### config.mk
export PLATFORM = sky130hd
export DESIGN_NAME = neuron_mac
export DESIGN_NICKNAME = d
export VERILOG_FILES = /design/src/rtl/neuron_mac_pkg.sv /design/src/rtl/neuron_mac_dot4.sv /design/src/rtl/neuron_mac.sv
export SDC_FILE = /design/constraint.sdc
export NUM_CORES = 1
export LEC_CHECK = 0
export CELL_PAD_IN_SITES_DETAIL_PLACEMENT = 1
export CELL_PAD_IN_SITES_GLOBAL_PLACEMENT = 1
export CORE_MARGIN = 2
export CORE_UTILIZATION = 47
export DETAILED_ROUTE_END_ITERATION = 10
export GPL_TIMING_DRIVEN = 0
export PLACE_DENSITY = 0.94
export RECOVER_POWER = 100
export SYNTH_ARGS = -nofsm -noshare
export SYNTH_HDL_FRONTEND = slang
export SYNTH_SLANG_ARGS = --single-unit
### constraint.sdc
create_clock -name clk -period 4.5 [get_ports clk]
set_input_delay 0.675 -clock clk [delete_from_list [all_inputs] [get_ports clk]]
set_output_delay 0.675 -clock clk [all_outputs]
set_load 0.02 [all_outputs]
### src/rtl/neuron_mac_pkg.sv
// Shared types and widths for the neuron_mac weight-streaming MAC stage.
package neuron_mac_pkg;

  typedef enum logic [2:0] {
    IDLE,
    REQ,
    ACC,
    FLUSH,
    DONE
  } state_t;

  localparam int unsigned LANES  = 4;
  localparam int unsigned LANE_W = 8;
  localparam int unsigned PROD_W = 17;
  localparam int unsigned SUM4_W = 19;

endpackage

### src/rtl/neuron_mac_dot4.sv
// Combinational 4-lane dot product: signed 8-bit weights times unsigned 8-bit pixels.
module dot4
  import neuron_mac_pkg::*;
(
  input  logic [LANES*LANE_W-1:0]  w,
  input  logic [LANES*LANE_W-1:0]  x,
  output logic signed [SUM4_W-1:0] sum
);

  logic signed [PROD_W-1:0] p;

  // Pixels get a zero MSB so the signed multiply treats them as unsigned.
  always_comb begin
    p   = '0;
    sum = '0;
    for (int k = 0; k < LANES; k++) begin
      p   = PROD_W'($signed(w[k*LANE_W +: LANE_W])) *
            PROD_W'($signed({1'b0, x[k*LANE_W +: LANE_W]}));
      sum = sum + SUM4_W'(p);
    end
  end

endmodule

### src/rtl/neuron_mac.sv
// One-neuron weight-streaming MAC: burst-reads weights, dots them with pixels, accumulates.
// Optional saturating accumulation is enabled with `define NEURON_MAC_SAT_EN.
module neuron_mac
  import neuron_mac_pkg::*;
#(
  parameter int unsigned ACC_W = 32
) (
  input  logic                    clk,
  input  logic                    reset,
  input  logic                    start,
  input  logic [7:0]              base_address,
  input  logic [7:0]              word_count,
  output logic                    mem_trigger,
  output logic                    mem_read_or_write,
  output logic [7:0]              mem_start_address,
  output logic [7:0]              mem_no_of_words,
  input  logic [31:0]             mem_data,
  input  logic                    mem_valid,
  output logic [7:0]              pix_index,
  input  logic [31:0]             pix_data,
  output logic                    busy,
  output logic signed [ACC_W-1:0] result,
  output logic                    result_valid,
  output logic                    sat_flag
);

  state_t                    state;
  logic [7:0]                idx;
  logic signed [SUM4_W-1:0]  sum4;
  logic signed [SUM4_W-1:0]  part;
  logic                      part_valid;
  logic signed [ACC_W-1:0]   acc;
  logic signed [ACC_W-1:0]   acc_next;

  assign mem_read_or_write = 1'b1;
  assign pix_index         = idx;

  dot4 u_dot4 (
    .w   (mem_data),
    .x   (pix_data),
    .sum (sum4)
  );

`ifdef NEURON_MAC_SAT_EN
  localparam logic signed [ACC_W-1:0] ACC_MAX = {1'b0, {(ACC_W-1){1'b1}}};
  localparam logic signed [ACC_W-1:0] ACC_MIN = {1'b1, {(ACC_W-1){1'b0}}};
  logic signed [ACC_W:0] wide;
  logic                  sat_hit;

  // One guard bit exposes signed overflow of the stage-2 add.
  always_comb begin
    wide     = (ACC_W+1)'(acc) + (ACC_W+1)'(part);
    acc_next = acc;
    sat_hit  = 1'b0;
    if (part_valid) begin
      if (wide[ACC_W] != wide[ACC_W-1]) begin
        acc_next = wide[ACC_W] ? ACC_MIN : ACC_MAX;
        sat_hit  = 1'b1;
      end else begin
        acc_next = wide[ACC_W-1:0];
      end
    end
  end
`else
  always_comb begin
    acc_next = acc;
    if (part_valid) acc_next = acc + ACC_W'(part);
  end
`endif

  always_ff @(posedge clk or posedge reset) begin
    if (reset) begin
      state             <= IDLE;
      idx               <= '0;
      part              <= '0;
      part_valid        <= 1'b0;
      acc               <= '0;
      result            <= '0;
      result_valid      <= 1'b0;
      sat_flag          <= 1'b0;
      mem_trigger       <= 1'b0;
      busy              <= 1'b0;
      mem_start_address <= '0;
      mem_no_of_words   <= '0;
    end else begin
      acc          <= acc_next;
      part_valid   <= 1'b0;
      mem_trigger  <= 1'b0;
      result_valid <= 1'b0;
      case (state)
        IDLE: begin
          if (start) begin
            mem_start_address <= base_address;
            mem_no_of_words   <= word_count;
            acc               <= '0;
            idx               <= '0;
            sat_flag          <= 1'b0;
            busy              <= 1'b1;
            if (word_count == 8'd0) begin
              state <= FLUSH;
            end else begin
              state       <= REQ;
              mem_trigger <= 1'b1;
            end
          end
        end
        REQ: state <= ACC;
        ACC: begin
          if (mem_valid) begin
            part       <= sum4;
            part_valid <= 1'b1;
            idx        <= idx + 8'd1;
            if (idx == 8'(mem_no_of_words - 8'd1)) state <= FLUSH;
          end
        end
        // Stage 2 drains this cycle, so publish the post-add value directly.
        FLUSH: begin
          result       <= acc_next;
          result_valid <= 1'b1;
          state        <= DONE;
        end
        DONE: begin
          busy  <= 1'b0;
          idx   <= '0;
          state <= IDLE;
        end
        default: state <= IDLE;
      endcase
`ifdef NEURON_MAC_SAT_EN
      if (sat_hit) sat_flag <= 1'b1;
`endif
    end
  end

endmodule

==> summary.txt, run 1 <==
Global routing
  – GRT Residual Overflow: 0
  – Largest net degree at the start of global routing: 75
  – Gr usage total: 0.341
  – Initial antenna violation count: 0
  – Vias in the first global route: 16,200
  – First-pass GRT wire length: 91,100 µm

STA
  – Final worst-path cycle share: 1.60
  – Final Max Tran Viols: 117
  – Hold Slack: 0.483 ns
  – Worst Skew: 0.0187 ns
  – Max Fclk: 0.139 GHz
  – Final WS setup: -2.68 ns
  – Slew at the pin closest to its max-slew limit: 1.90 ns
  – Unrepaired setup endpoints after global routing: true
  – Final Hold Vio Count: 0
  – Final setup viols: 22
  – Max_slew headroom: -0.274
  – Tmin final: 7.18 ns

Floorplanning
  – DIE AREA: 35,200 µm²
  – Die X: 188 µm
  – # IOs: between 100 and 150
  – Chip height: about 190 µm
  – Core box area: 33,400 µm²
  – # rows: between 60 and 70
  – Initial Utilization: 0.475

Synth
  – Mean Syn Cell Area: 9.34 µm²
  – Main area contributors after synthesis: fa_1, dfrtp_1, ha_1
  – Async set-reset flop share out of synthesis: 1.00
  – Ys flop type: dfrtp_1
  – Top-count cell post-synth: inv_1
  – Synthesized Nets: 2,198
  – Synth Warn #: 0
  – Seq/Total Area, Yosys: 0.180
  – Synth area leader: fa_1
  – Cell area after synthesis: 15,900 µm²
  – EDFF count, synth: 0
  – Synth cell types: between 60 and 70
  – Cells after Synth: 1,697
  – Yosys reg bits: roughly 110
  – Top cells by count, synth: inv_1, fa_1, ha_1, nand2_1, and2_1
  – Share of the synthesized area in the top cell type: 0.294

Setup path
  – CP bufs+invs: 4
  – CP Capture Type: flop
  – Worst-path fanout max: 8
  – WS Path Type: input port to flop
  – Critical Path AT: 7.48 ns
  – Max incr delay on CP: 0.61 ns
  – Crit-path slowest cell: fa_1
  – Critical Path Most Common Cell: fa_1
  – Critical Path Start Type: input port
  – CP Cell Sequence: clkdlybuf4s18_2 > nand2_1 > fa_1 > fa_2 > fa_1 > inv_1 > fa_1 > fa_1 > fa_2 > fa_1 > inv_1 > fa_1 > inv_2 > ha_4 > nor2_2 > o21ai_4 > a2111oi_4 > o31ai_2 > or4_4 > a31oi_4 > xor2_1 > o21ai_1
  – WP data required: 4.80 ns
  – Delay-heaviest family, CP: adder cells

Drt
  – Final WL: 61,600 µm
  – Routed vias/inst: 5.94
  – DR iter-0 viols: 1,055
  – Via count: 14,000
  – # DRC: 0
  – WL/cell: roughly 26 µm
  – DRT antenna net count: 0
  – Router iterations before antenna repair: 6

Outcome
  – Failing checks: max-capacitance violations, max-slew violations, negative setup slack
  – Outcome: finished, violations left

Placement
  – PortBufs: approximately 140
  – Dpl ws: -3.72 ns
  – HPWL after DPL: 42,800 µm
  – Placer Congestion: 0.890

CTS
  – Clk_lat worst skew: approximately 0.45 ns
  – CTS root buf: clkbuf_16
  – H-tree levels: 4
  – Longest Clk Path Bufs: 2
  – CTS tree: yes
  – Reg clk slew, reported paths: 0.06 ns
  – Clock sinks: 114
  – Cts bufs inserted: 17

Final layout
  – Layout area overhead: 21.1%
  – Nets: around 2,400
  – Finished Core Util: 0.576
  – # diodes: 0
  – Layout cells sized above 1: 0.144

Min path
  – Worst Hold Class: flop to flop

Run
  – Max Cap Viol: 2
sequential cells by signal, indices dropped and copies added, names as in the netlist:
signal	count
acc	32
busy	1
mem_no_of_words	8
mem_start_address	8
mem_trigger	1
part	19
part_valid	1
pix_index	8
result	32
result_valid	1
state	3
placed cells by master (no fill, tap or decap), drive strengths merged, types with 36 or more instances in the layout:
cell,instances
inv,360
fa,233
ha,184
nand2,177
and2,149
dfrtp,114
buf,88
nor2,81
o21ai,70
dlygate4sd3,62
clkbuf,43
xnor2,36
a21oi,36
repair_timing:
item,in CTS,in global routing
buffers inserted,20,11
pin swaps,69,50
endpoints found under the setup margin,16,16
resized for setup,439,100
hold buffers,0,0
worst min-delay path, stage by stage, from the launching register on:
cell,delay [ns]
dfrtp_1,0.34
nand2_1,0.05
o21ai_0,0.06
layer usage:
layer  up-vias  wire, µm  global-route usage
met2       773     32000               0.625
met1      7087     19900               0.337
li1       5684         -                   -
met5         -         0                   0
met3       412      3520              0.0599
met4         0      6170               0.278
cell type report:
class | count | area, µm²
fillers | 3741 | 14200
repair buffers | 172 | 1670
flip-flops and latches | 114 | 2850
clock inverters | 15 | 150
multi-input cells | 1202 | 12100
clock buffers | 17 | 425
inverters | 356 | 1340
plain buffers | 25 | 108
well taps | 448 | 561
through the flow:
stage                     area [µm²]  TNS (ns)  std cells
after floorplan                15900    -23.18       1697
after global placement         17900   -120.64       2287
after detailed placement       18000    -44.60       2288
after CTS                      18900    -26.00       2340
after global routing           19200    -33.05       2349
final                          19200    -31.52       2349
logic make-up (layout without fill, tap and decap cells):
group / Yosys count / after routing / share of synthesized area
flip-flops: 114 / 114 / 0.180
AO/OA/AOI/OAI: 181 / 181 / 0.0734
other: 2 / 2 / 0.000474
adder cells (fa/ha/maj): 417 / 417 / 0.439
AND/OR/NAND/NOR: 506 / 506 / 0.158
buffers and inverters: 381 / 585 / 0.0918
XOR/XNOR: 58 / 58 / 0.0320
multiplexers: 38 / 38 / 0.0251
final timing paths:
kind | startpoint | depth (start not counted) | slack [ns] | to
max reg2reg | part[0]$_DFFE_PP0P_ | 10 | -0.08 | acc[26]$_DFF_PP0_
max in group asynchronous | reset | 3 | 0.74 | acc[24]$_DFF_PP0_
min reg2reg | result[25]$_DFFE_PP0P_ | 2 | 0.48 | result[25]$_DFFE_PP0P_
max | pix_data[31] | 22 | -2.68 | part[17]$_DFFE_PP0P_
min in group asynchronous | reset | 2 | 1.18 | mem_no_of_words[3]$_DFFE_PP0P_
min | result[25]$_DFFE_PP0P_ | 2 | 0.48 | result[25]$_DFFE_PP0P_
Power of run 1 is left out: the tool's default activity adds up to more than one toggle a clock period on the data nets, which glitch-free logic cannot reach.
==> run 2, diff against run 1 <==
CTS_CLUSTER_DIAMETER = 120   (was unset)
==> results of run 2 <==
The final DEF is identical to that of run 1; final timing and power are the same.
Power of run 2 is left out for the same reason.
